<file path="src/rtl/mem_port_arbiter.sv">
// Round-robin arbiter sharing one memory port between instruction fetch and load/store.
// Optional response watchdog enabled by defining MEM_TIMEOUT_EN.
module mem_port_arbiter #(
  parameter int unsigned XLEN           = 32,
  parameter int unsigned TIMEOUT_CYCLES = 15
) (
  input  logic            clk,
  input  logic            n_rst,
  input  logic            i_if_req_valid,
  output logic            o_if_req_ready,
  input  logic [XLEN-1:0] i_if_addr,
  output logic            o_if_rsp_valid,
  output logic [XLEN-1:0] o_if_rsp_data,
  input  logic            i_d_req_valid,
  output logic            o_d_req_ready,
  input  logic            i_d_we,
  input  logic [XLEN-1:0] i_d_addr,
  input  logic [XLEN-1:0] i_d_wdata,
  output logic            o_d_rsp_valid,
  output logic [XLEN-1:0] o_d_rsp_data,
  output logic            o_mem_req_valid,
  input  logic            i_mem_req_ready,
  output logic            o_mem_we,
  output logic [XLEN-1:0] o_mem_addr,
  output logic [XLEN-1:0] o_mem_wdata,
  input  logic            i_mem_rsp_valid,
  input  logic [XLEN-1:0] i_mem_rsp_data,
  output logic            o_bus_error
);

  typedef enum logic [1:0] {StIdle, StReq, StRsp} state_e;

  localparam logic OwnFetch = 1'b0;
  localparam logic OwnData  = 1'b1;

  state_e          r_state;
  logic            r_owner;
  logic            r_last_grant;
  logic            r_we;
  logic [XLEN-1:0] r_addr;
  logic [XLEN-1:0] r_wdata;

  logic            w_grant_if;
  logic            w_grant_d;
  logic            w_accept_if;
  logic            w_accept_d;
  logic            w_rsp_normal;
  logic            w_timeout;
  logic            w_rsp_done;
  logic [XLEN-1:0] w_rsp_data;

  // On a tie the side that did not win last time gets the port.
  assign w_grant_if = i_if_req_valid && (!i_d_req_valid || (r_last_grant == OwnData));
  assign w_grant_d  = i_d_req_valid && (!i_if_req_valid || (r_last_grant == OwnFetch));

  assign o_if_req_ready = n_rst && (r_state == StIdle) && w_grant_if;
  assign o_d_req_ready  = n_rst && (r_state == StIdle) && w_grant_d;
  assign w_accept_if    = i_if_req_valid && o_if_req_ready;
  assign w_accept_d     = i_d_req_valid && o_d_req_ready;

  assign o_mem_req_valid = n_rst && (r_state == StReq);
  assign o_mem_we        = r_we;
  assign o_mem_addr      = r_addr;
  assign o_mem_wdata     = r_wdata;

  assign w_rsp_normal = n_rst && (r_state == StRsp) && i_mem_rsp_valid;

`ifdef MEM_TIMEOUT_EN
  logic [7:0] r_cnt;
  logic       r_bus_error;

  assign w_timeout = n_rst && (r_state == StRsp) && !i_mem_rsp_valid &&
                     (r_cnt == 8'(TIMEOUT_CYCLES));

  always_ff @(posedge clk) begin
    if (!n_rst) begin
      r_cnt       <= '0;
      r_bus_error <= 1'b0;
    end else begin
      if (r_state != StRsp) begin
        r_cnt <= '0;
      end else if (!i_mem_rsp_valid) begin
        r_cnt <= r_cnt + 8'd1;
      end
      if (w_timeout) begin
        r_bus_error <= 1'b1;
      end
    end
  end

  assign o_bus_error = r_bus_error;
`else
  logic w_unused_timeout;
  assign w_unused_timeout = ^TIMEOUT_CYCLES;
  assign w_timeout        = 1'b0;
  assign o_bus_error      = 1'b0;
`endif

  assign w_rsp_done = w_rsp_normal || w_timeout;
  // Store acks and timeouts carry zero data.
  assign w_rsp_data = (w_rsp_normal && !((r_owner == OwnData) && r_we)) ? i_mem_rsp_data : '0;

  assign o_if_rsp_valid = w_rsp_done && (r_owner == OwnFetch);
  assign o_d_rsp_valid  = w_rsp_done && (r_owner == OwnData);
  assign o_if_rsp_data  = o_if_rsp_valid ? w_rsp_data : '0;
  assign o_d_rsp_data   = o_d_rsp_valid ? w_rsp_data : '0;

  always_ff @(posedge clk) begin
    if (!n_rst) begin
      r_state      <= StIdle;
      r_owner      <= OwnFetch;
      r_last_grant <= OwnData;
      r_we         <= 1'b0;
      r_addr       <= '0;
      r_wdata      <= '0;
    end else begin
      case (r_state)
        StIdle: begin
          if (w_accept_if) begin
            r_owner      <= OwnFetch;
            r_last_grant <= OwnFetch;
            r_we         <= 1'b0;
            r_addr       <= i_if_addr;
            r_wdata      <= '0;
            r_state      <= StReq;
          end else if (w_accept_d) begin
            r_owner      <= OwnData;
            r_last_grant <= OwnData;
            r_we         <= i_d_we;
            r_addr       <= i_d_addr;
            r_wdata      <= i_d_wdata;
            r_state      <= StReq;
          end
        end
        StReq: begin
          if (i_mem_req_ready) begin
            r_state <= StRsp;
          end
        end
        StRsp: begin
          if (w_rsp_done) begin
            r_state <= StIdle;
          end
        end
        default: r_state <= StIdle;
      endcase
    end
  end

endmodule

</file>
<file path="config.mk">
export PLATFORM = sky130hd
export DESIGN_NAME = mem_port_arbiter
export DESIGN_NICKNAME = d
export VERILOG_FILES = /design/src/rtl/mem_port_arbiter.sv
export SDC_FILE = /design/constraint.sdc
export NUM_CORES = 1
export LEC_CHECK = 0
export ABC_CLOCK_PERIOD_IN_PS = 1350
export CORE_ASPECT_RATIO = 1.4
export CORE_MARGIN = 3
export CORE_UTILIZATION = 33
export DETAILED_ROUTE_END_ITERATION = 10
export GPL_ROUTABILITY_DRIVEN = 1
export PLACE_DENSITY = 0.88
export SLEW_MARGIN = 30
export SYNTH_ARGS = -nofsm -noshare
export SYNTH_HDL_FRONTEND = slang
export SYNTH_SLANG_ARGS = --single-unit
</file>
<file path="constraint.sdc">
create_clock -name clk -period 1.35 [get_ports clk]
set_input_delay 0.135 -clock clk [delete_from_list [all_inputs] [get_ports clk]]
set_output_delay 0.135 -clock clk [all_outputs]
set_load 0.03 [all_outputs]
</file>
* After elaboration in Yosys (flattened, before gate mapping) *
Index checks and enable logic that the tools add are counted.

storage, ports and cells
  register bits after elaboration = 69
  input port bits = 135
  output and inout port bits = 135
  word-level logic and storage cells = 52

cells by class
  eq/ne operators = 5
  muxes and demuxes = 16
  bitwise logic cells = 2
  reduce and logical (&&, ||, !) cells = 23

operators by type and width
  cell                  number
  $mux W32              7
  $logic_and A1 B1 Y1   14
  $mux W2               4
  $pmux W2 S3           1
  $mux W1               4
  $ne A2 B2 Y1 const B  2
  $logic_not A1 Y1      3
  $ne A3 B3 Y1 const B  1
  $reduce_and A3 Y1     1
  $eq A2 B1 Y1 const B  1
  $eq A2 B2 Y1 const B  1
  $logic_not A2 Y1      1
  $logic_or A1 B1 Y1    2
  $not A1 Y1            2
  $reduce_and A2 Y1     1
  $reduce_bool A2 Y1    1

* Longest topological paths before layout *
Gate-level depths: netlist (run 1).

  word-level depth = 8
  gate-level depth with buffers = 7
  depth with buffers taken out = 3

* Least setup slack after synthesis (run 1) *
No wires, ideal clock.

  kind = flip-flop to output port
  start = reg r_state[0]
  end = out o_if_rsp_data[22]
  arrival = 1.738 ns
  data required time = 1.215 ns
  path slack = -0.523 ns
  stages on the path, launching flop included = 5
  buffers on the path = 1
  path through = dfxtp_1 nand3b_1 nor3b_1 clkbuf_1 and2_1

between the ends
  elaborated cells on any way between the ends = 7
  those cells by class = eq/ne (1); mux (2); reduce/logical (4)

RTL lines
  what                              line  text
  start, declared                   36    state_e r_state;
  start signal, assigned            110   r_state <= StIdle;
  start signal, assigned            125   r_state <= StReq;
  start signal, assigned            132   r_state <= StReq;
  $eq A2 B2 Y1                      66    assign w_rsp_normal = n_rst && (r_state == StRsp) && i_mem_rsp_valid;
  $logic_and A1 B1 Y1 (2 in a row)  66
  $logic_and A1 B1 Y1               103   assign o_if_rsp_valid = w_rsp_done && (r_owner == OwnFetch);
  net o_if_rsp_valid                12    output logic o_if_rsp_valid,
  $mux W32                          105   assign o_if_rsp_data = o_if_rsp_valid ? w_rsp_data : '0;
  end, declared                     13    output logic [XLEN-1:0] o_if_rsp_data,

The timed path passes the listed nets, and every way through them passes these cells.

* Worst setup path in the final report (run 1) *
  start = reg r_state[0]
  end = out o_if_rsp_data[0]

between the ends
  longest elaborated chain between the ends = 6
  elaborated cells on any way between the ends = 7
  those cells by class = eq/ne (1); mux (2); reduce/logical (4)

ends and longest elaborated chain
  what                                  line  text
  $eq A2 B2 Y1 (*)                      66
  $logic_and A1 B1 Y1 (*) (2 in a row)  66
  $logic_and A1 B1 Y1                   101   assign w_rsp_data = (w_rsp_normal && !((r_owner == OwnData) && r_we)) ? i_mem_rsp_data : '0;
  $mux W32                              101
  $mux W32 (*)                          105

Every way passes the cells marked *; elsewhere a longest branch is shown, timed or not.

==> flow_summary.ini, run 1 <==
[run_status]
outcome = finished with violations
violations = negative setup slack

[worst_setup_path]
cp_max_fo = 33
startpoint_type = register
arrival_ns = 1.68
r2r_slack_ns = -0.39
cp.required_ns = 1.22
crit_path_end_kind = output port
path_class = reg -> out

[logic_synthesis]
ys_ff_latch = 69
yosys-mux-area-fraction_pct = 0
synth-xor-area-share_pct = 0
yosysSeqAreaShare_pct = 33.94
ys_types = 31
synth-compound-area-share_pct = 32.59
synth_warnings = 0
syn_avg_cell_area_um2 = 7.950
syn_area_um2 = 4070
synth_fa_ha_area_share_pct = 0
syn_nets = 647
synth_top_family_by_area = compound AO/OA/AOI/OAI gates
netlist_instances = 512
yosys.area_share.simple_pct = 23.52

[timing]
fin_crit_ns = 1.812
finalHoldViolations = 0
rsz0062_at_grt = yes
finalSetupViolCount = 136
slew_headroom_pct = 61.62
final_max_slew_viol_count = 0
finalClockSkew_ns = 0.007740
whs_ns = 0.1606
fmaxAchievable_mhz = 551.8
worst_slew_pin_slew_ns = 0.5757
fin_crit_sh_pct = 134.2
fin_ws_ns = -0.4623
final.setup.tns_ns = -48.89

[power]
irDropWorstVdd_uv = 851.2
power_switching_uw = 2075
power_leakage_uw = 0.003805
p_int_uw = 4881
p_comb_share_pct = 34.5
powerDensity_nw_per_um2 = 822.0
seq_power_share_pct = 32.3
p_sw_share_pct = 29.83
power_frac_clock_pct = 33.2

[floorplan]
row_count = 47
die-width_um = 99.86
io_pins = 270
dieArea_um2 = 13720
die_y_um = 137.4
start_util_pct = 34.09
core_area_um2 = 11940

[layout]
regArea_um2 = 1389
multi_input_area_um2 = 2801
design_area_um2 = 8462
diodes = 0
final_nets = 924
nFillCells = 877
areaGrowthSynthToFinish_pct = 107.9
drive_gt1_share_pct = 34.55
fin_util_pct = 70.88

[placement]
dpl_cell_area_um2 = 7346
port_buffers = 268
pre_cts_ws_ns = -0.3875
gp_routability_congestion = 0.7811
dpl.hpwl_um = 11760

[run]
cap_violations = 0

[clocking]
clock_path_buffers = 2
path_clk_slew_ns = 0.05
clockRootBuffer = clkbuf_16
cts_max_level = 3
clk_latency_ns = 0.32
cts.sinks = 69
cts_tree = built
numCtsBuffers = 9

[global_route]
antenna_found_initial = 0
grt.total_usage_pct = 24.44
grt_pass1_wl_um = 26490
grt_max_degree = 60
grt_pass1_vias = 5059
overflow = 0

[route]
route.vias.total = 5059
via_per_inst = 5.382
drtPass1Iterations = 6
drt-initial-drc-count = 166
drtAntennaViolNets = 0
drc_errors = 0
wl_um = 17670
wl_per_cell_um = 18.80

[min_path]
hold_class = in -> reg
==> cells by family after synthesis <==
kind of cell / count (synthesis)
other: 1
flip-flops: 69
AO/OA/AOI/OAI: 168
AND/OR/NAND/NOR: 179
buffers and inverters: 95
==> state kept, by name (all words and copies together) (netlist names) <==
register,flops
o_mem_addr,32
o_mem_wdata,32
r_state,2
o_mem_we,1
r_last_grant,1
r_owner,1
==> synthesized netlist by cell type, drive strengths merged <==
library cell	number	area share (%)
dfxtp	69	34
and2	64	9.8
clkbuf	49	4.5
nand2	36	3.3
a21boi	35	6.5
o21ai	35	4.3
inv	34	3.1
nand3	33	4.1
nor3	33	4.1
a31oi	32	4.9
o21bai	32	8.7
o311a	32	7.9
buf	12	2.2
nor2	3	0.28
nor3b	3	0.68
or3b	2	0.43
and3	1	0.15
and3b	1	0.22
conb	1	0.092
nand2b	1	0.15
nand3b	1	0.18
nor2b	1	0.15
o211ai	1	0.18
o21a	1	0.18
==> path summary, 6_finish.rpt <==
check                           depth (start not counted)            start                to
worst max-delay path                                    5       r_state[0]  o_if_rsp_data[0]
worst min-delay path                                    3            n_rst           r_owner
worst max register to register                          5       r_state[0]    o_mem_addr[26]
worst min register to register                          2  o_mem_wdata[27]   o_mem_wdata[27]
==> cell usage in the layout (no fill, tap or decap), drive strengths merged <==
| master | Yosys | routed |
|---|---|---|
| clkinv | 0 | 2 |
| o21ai | 35 | 35 |
| bufbuf | 0 | 4 |
| clkinvlp | 0 | 2 |
| nand2 | 36 | 36 |
| conb | 1 | 1 |
| and3b | 1 | 1 |
| clkdlybuf4s50 | 0 | 132 |
| or3b | 2 | 2 |
| o311a | 32 | 32 |
| dlygate4sd2 | 0 | 64 |
| dfxtp | 69 | 69 |
| inv | 34 | 35 |
| nor2b | 1 | 1 |
| o21a | 1 | 1 |
| nand3 | 33 | 33 |
| o21bai | 32 | 32 |
| nor3 | 33 | 33 |
| buf | 12 | 124 |
| clkbuf | 49 | 11 |
| o211ai | 1 | 1 |
| nand2b | 1 | 1 |
| a31oi | 32 | 32 |
| nor2 | 3 | 3 |
| and2 | 64 | 64 |
| nand3b | 1 | 1 |
| nor3b | 3 | 3 |
| and3 | 1 | 1 |
| bufinv | 0 | 1 |
| a21boi | 35 | 35 |
| dlymetal6s2s | 0 | 1 |
==> power by group through the flow <==
stage	Combinational [uW]	Sequential (uW)	Clock, uW
6_report	2400	2250	2310
5_1_grt	2520	2260	2470
4_1_cts	2310	2240	2370
3_5_place_dp	2050	2290	0
3_3_place_gp	2000	2290	0
2_1_floorplan	878	2520	0
==> per-layer routing <==
layer	part of all wire [%]	GRT usage, %
met4	3.7	11.31
met3	6.2	4.914
met2	53	44.28
met5	0	0
met1	37	27.15
==> worst max-delay path: stages (launching register included) <==
cell and delay (ns):
dfxtp_4 0.34, nand3b_1 0.24, nor3b_4 0.25, buf_12 0.22
and2_1 0.17, buf_6 0.13
==> final cells by class <==
class                      instances  share of cell area (%)
timing repair buffer             327                   43.38
clock inverter                     6                  0.7541
inverter                          34                   1.508
sequential                        69                   16.41
multi-input combinational        348                   33.11
clock buffer                       9                   2.662
tap                              147                   2.174
==> metrics by stage <==
stage | total power, uW | std cells
after floorplan | 3402 | 512
after global placement | 4285 | 900
after detailed placement | 4342 | 900
after CTS | 6920 | 934
after global routing | 7256 | 940
final | 6956 | 940
==> timing repair <==
action | CTS | global route
cloned | 11 | 0
gates resized for setup | 181 | 36
pin swaps | 9 | 6
setup buffers | 8 | 6
setup endpoints to repair | 199 | 138
hold buffers | 0 | 0
No activity file was read; power rests on OpenSTA's default activity.
==> run 2, diff against run 1 <==
CELL_PAD_IN_SITES_DETAIL_PLACEMENT = 2   (was default)
CELL_PAD_IN_SITES_GLOBAL_PLACEMENT = 2   (was default)
CORE_UTILIZATION = 17   (was 33)
CTS_CLUSTER_DIAMETER = 100   (was default)
PLACE_DENSITY = 0.89   (was 0.88)
==> flow_summary.ini, run 2 (synthesized netlist as in run 1, its figures left out) <==
[route]
drtPass1Iterations = 4
drt-initial-drc-count = 117
drtAntennaViolNets = 0
via_per_inst = 4.563
route.vias.total = 5024
wl_um = 23330
drc_errors = 0
wl_per_cell_um = 21.19

[clocking]
cts_tree = built
cts.sinks = 69
path_clk_slew_ns = 0.06
clock_path_buffers = 2
clockRootBuffer = clkbuf_16
numCtsBuffers = 9
clk_latency_ns = 0.34
cts_hold_buffers = 0
cts_max_level = 3

[placement]
dpl.hpwl_um = 15540
gp_routability_congestion = 0.6955
pre_cts_ws_ns = -0.3977
port_buffers = 268
dp.cells = 1064

[global_route]
grt_pass1_vias = 5723
grt_use_met3_pct = 3.934
grt.total_usage_pct = 16.72
use_met2_pct = 32.35
top_usage_layer = met2
grt_use_met1_pct = 18.04
grt_max_degree = 67
overflow = 0
antenna_found_initial = 0
grt_pass1_wl_um = 33350

[timing]
fin_crit_ns = 1.853
fmaxAchievable_mhz = 539.5
finalClockSkew_ns = 0.007565
fin_ws_ns = -0.5034
fin_crit_sh_pct = 137.3
finalHoldViolations = 0
rsz0062_at_grt = yes
finalSetupViolCount = 136
whs_ns = 0.1388
final_max_slew_viol_count = 0

[layout]
diodes = 0
final_cell_mix = clkdlybuf4s50_1 (132), buf_6 (76), dfxtp_1 (67), dlymetal6s2s_1 (63), nand2_1 (35)
final_nets = 925
nFillCells = 2491
areaGrowthSynthToFinish_pct = 117.2
drive_gt1_share_pct = 34.21
layout_commonest_cell = clkdlybuf4s50_1
fin_cells = 1101

[worst_setup_path]
r2r_slack_ns = -0.49
reg2reg_from = r_state[0]
cp-startpoint = r_state[0]
timing.rr.end = o_mem_addr[21]
cp_max_fo = 32
arrival_ns = 1.72
cp.required_ns = 1.22
reg2regPathDepth = 8
critPathCapture = o_d_rsp_data[29]
crit_path_end_kind = output port
startpoint_type = register
path_class = reg -> out

[floorplan]
dieArea_um2 = 25860
core_area_um2 = 23370
die-width_um = 136.8
start_util_pct = 17.42
row_count = 66
io_pins = 270
die_y_um = 189.1

[power]
irDropWorstVdd_uv = 588.6
p_int_uw = 5023
p_sw_share_pct = 30.50
power_leakage_uw = 0.004555
powerDensity_nw_per_um2 = 817.4
p_comb_share_pct = 34.1
power_frac_clock_pct = 34.7
seq_power_share_pct = 31.2
power_switching_uw = 2205

[run]
cap_violations = 0

[run_status]
violations = negative setup slack
outcome = finished with violations

[min_path]
hold_class = in -> reg
[run 2: changes by cell type in the layout (fill, tap and decap cells not counted), moves of 4 or more]
cell,delta
o21ai_0,+13
o21ai_1,-9
a21boi_0,-6
nor3_2,-9
dlymetal6s2s_1,+62
buf_6,+10
nor3_1,+9
dlygate4sd2_1,-63
o21ai_2,-4
[run 2: power groups by stage]
stage          logic (uW)  clock network (uW)  registers [uW]
2_1_floorplan         878                   0            2520
3_3_place_gp         2130                   0            2290
3_5_place_dp         2180                   0            2300
4_1_cts              2440                2600            2260
5_1_grt              2620                2730            2260
6_report             2470                2510            2250
[run 2: what timing repair did]
item | in CTS | in global routing
buffers inserted | 10 | 2
pin swaps | 13 | 9
setup endpoints to repair | 201 | 200
endpoints found under the hold margin | 0 | 0
gates cloned | 6 | 3
resized for setup | 105 | 99
[run 2: worst max-delay path, stage by stage (launching register included)]
cell and delay [ns]:
dfxtp_4 0.34, nand3b_1 0.24, nor3_2 0.27, buf_12 0.21
and2_2 0.19, buf_6 0.13
[run 2: metal layers]
metal,wire [um],share of wire (%),up-vias
met4,371,1.6,0
met2,13100,56,157
met1,8723,37,2486
met5,0,0,-
li1,-,-,2360
met3,1135,4.9,21
[run 2: cell type report]
class	count	area, um2	area share [%]
Timing Repair Buffer	328	3857	43.63
Multi-Input combinational cell	348	2774	31.37
Sequential cell	69	1389	15.71
Tap cell	306	382.9	4.330
Clock buffer	11	252.7	2.858
Inverter	34	127.6	1.443
Clock inverter	5	58.81	0.6651
[run 2: per-stage QoR]
stage / setup TNS [ns] / total power [uW] / util, % / cell area [um2]
after global routing: -68.14 / 7618 / 37.84 / 8842
final: -55.62 / 7228 / 37.84 / 8842
after floorplan: -3.977 / 3402 / - / 4489
after detailed placement: -44.67 / 4480 / 32.55 / 7607
after global placement: -38.25 / 4425 / 32.55 / 7607
after CTS: -69.27 / 7299 / 36.56 / 8544
[run 2: worst min path at each step]
| stage | startpoint | to | slack [ns] | cells past startpoint |
|---|---|---|---|---|
| 2_1_floorplan | i_d_wdata[10] | o_mem_wdata[10] | 0.28 | 2 |
| 3_3_place_gp | o_mem_wdata[9] | o_mem_wdata[9] | 0.46 | 2 |
| 3_5_place_dp | o_mem_wdata[10] | o_mem_wdata[10] | 0.47 | 2 |
| 4_1_cts | n_rst | r_state[0] | 0.14 | 2 |
| 5_1_grt | n_rst | r_state[0] | 0.15 | 2 |
| 6_report | n_rst | r_state[0] | 0.14 | 2 |
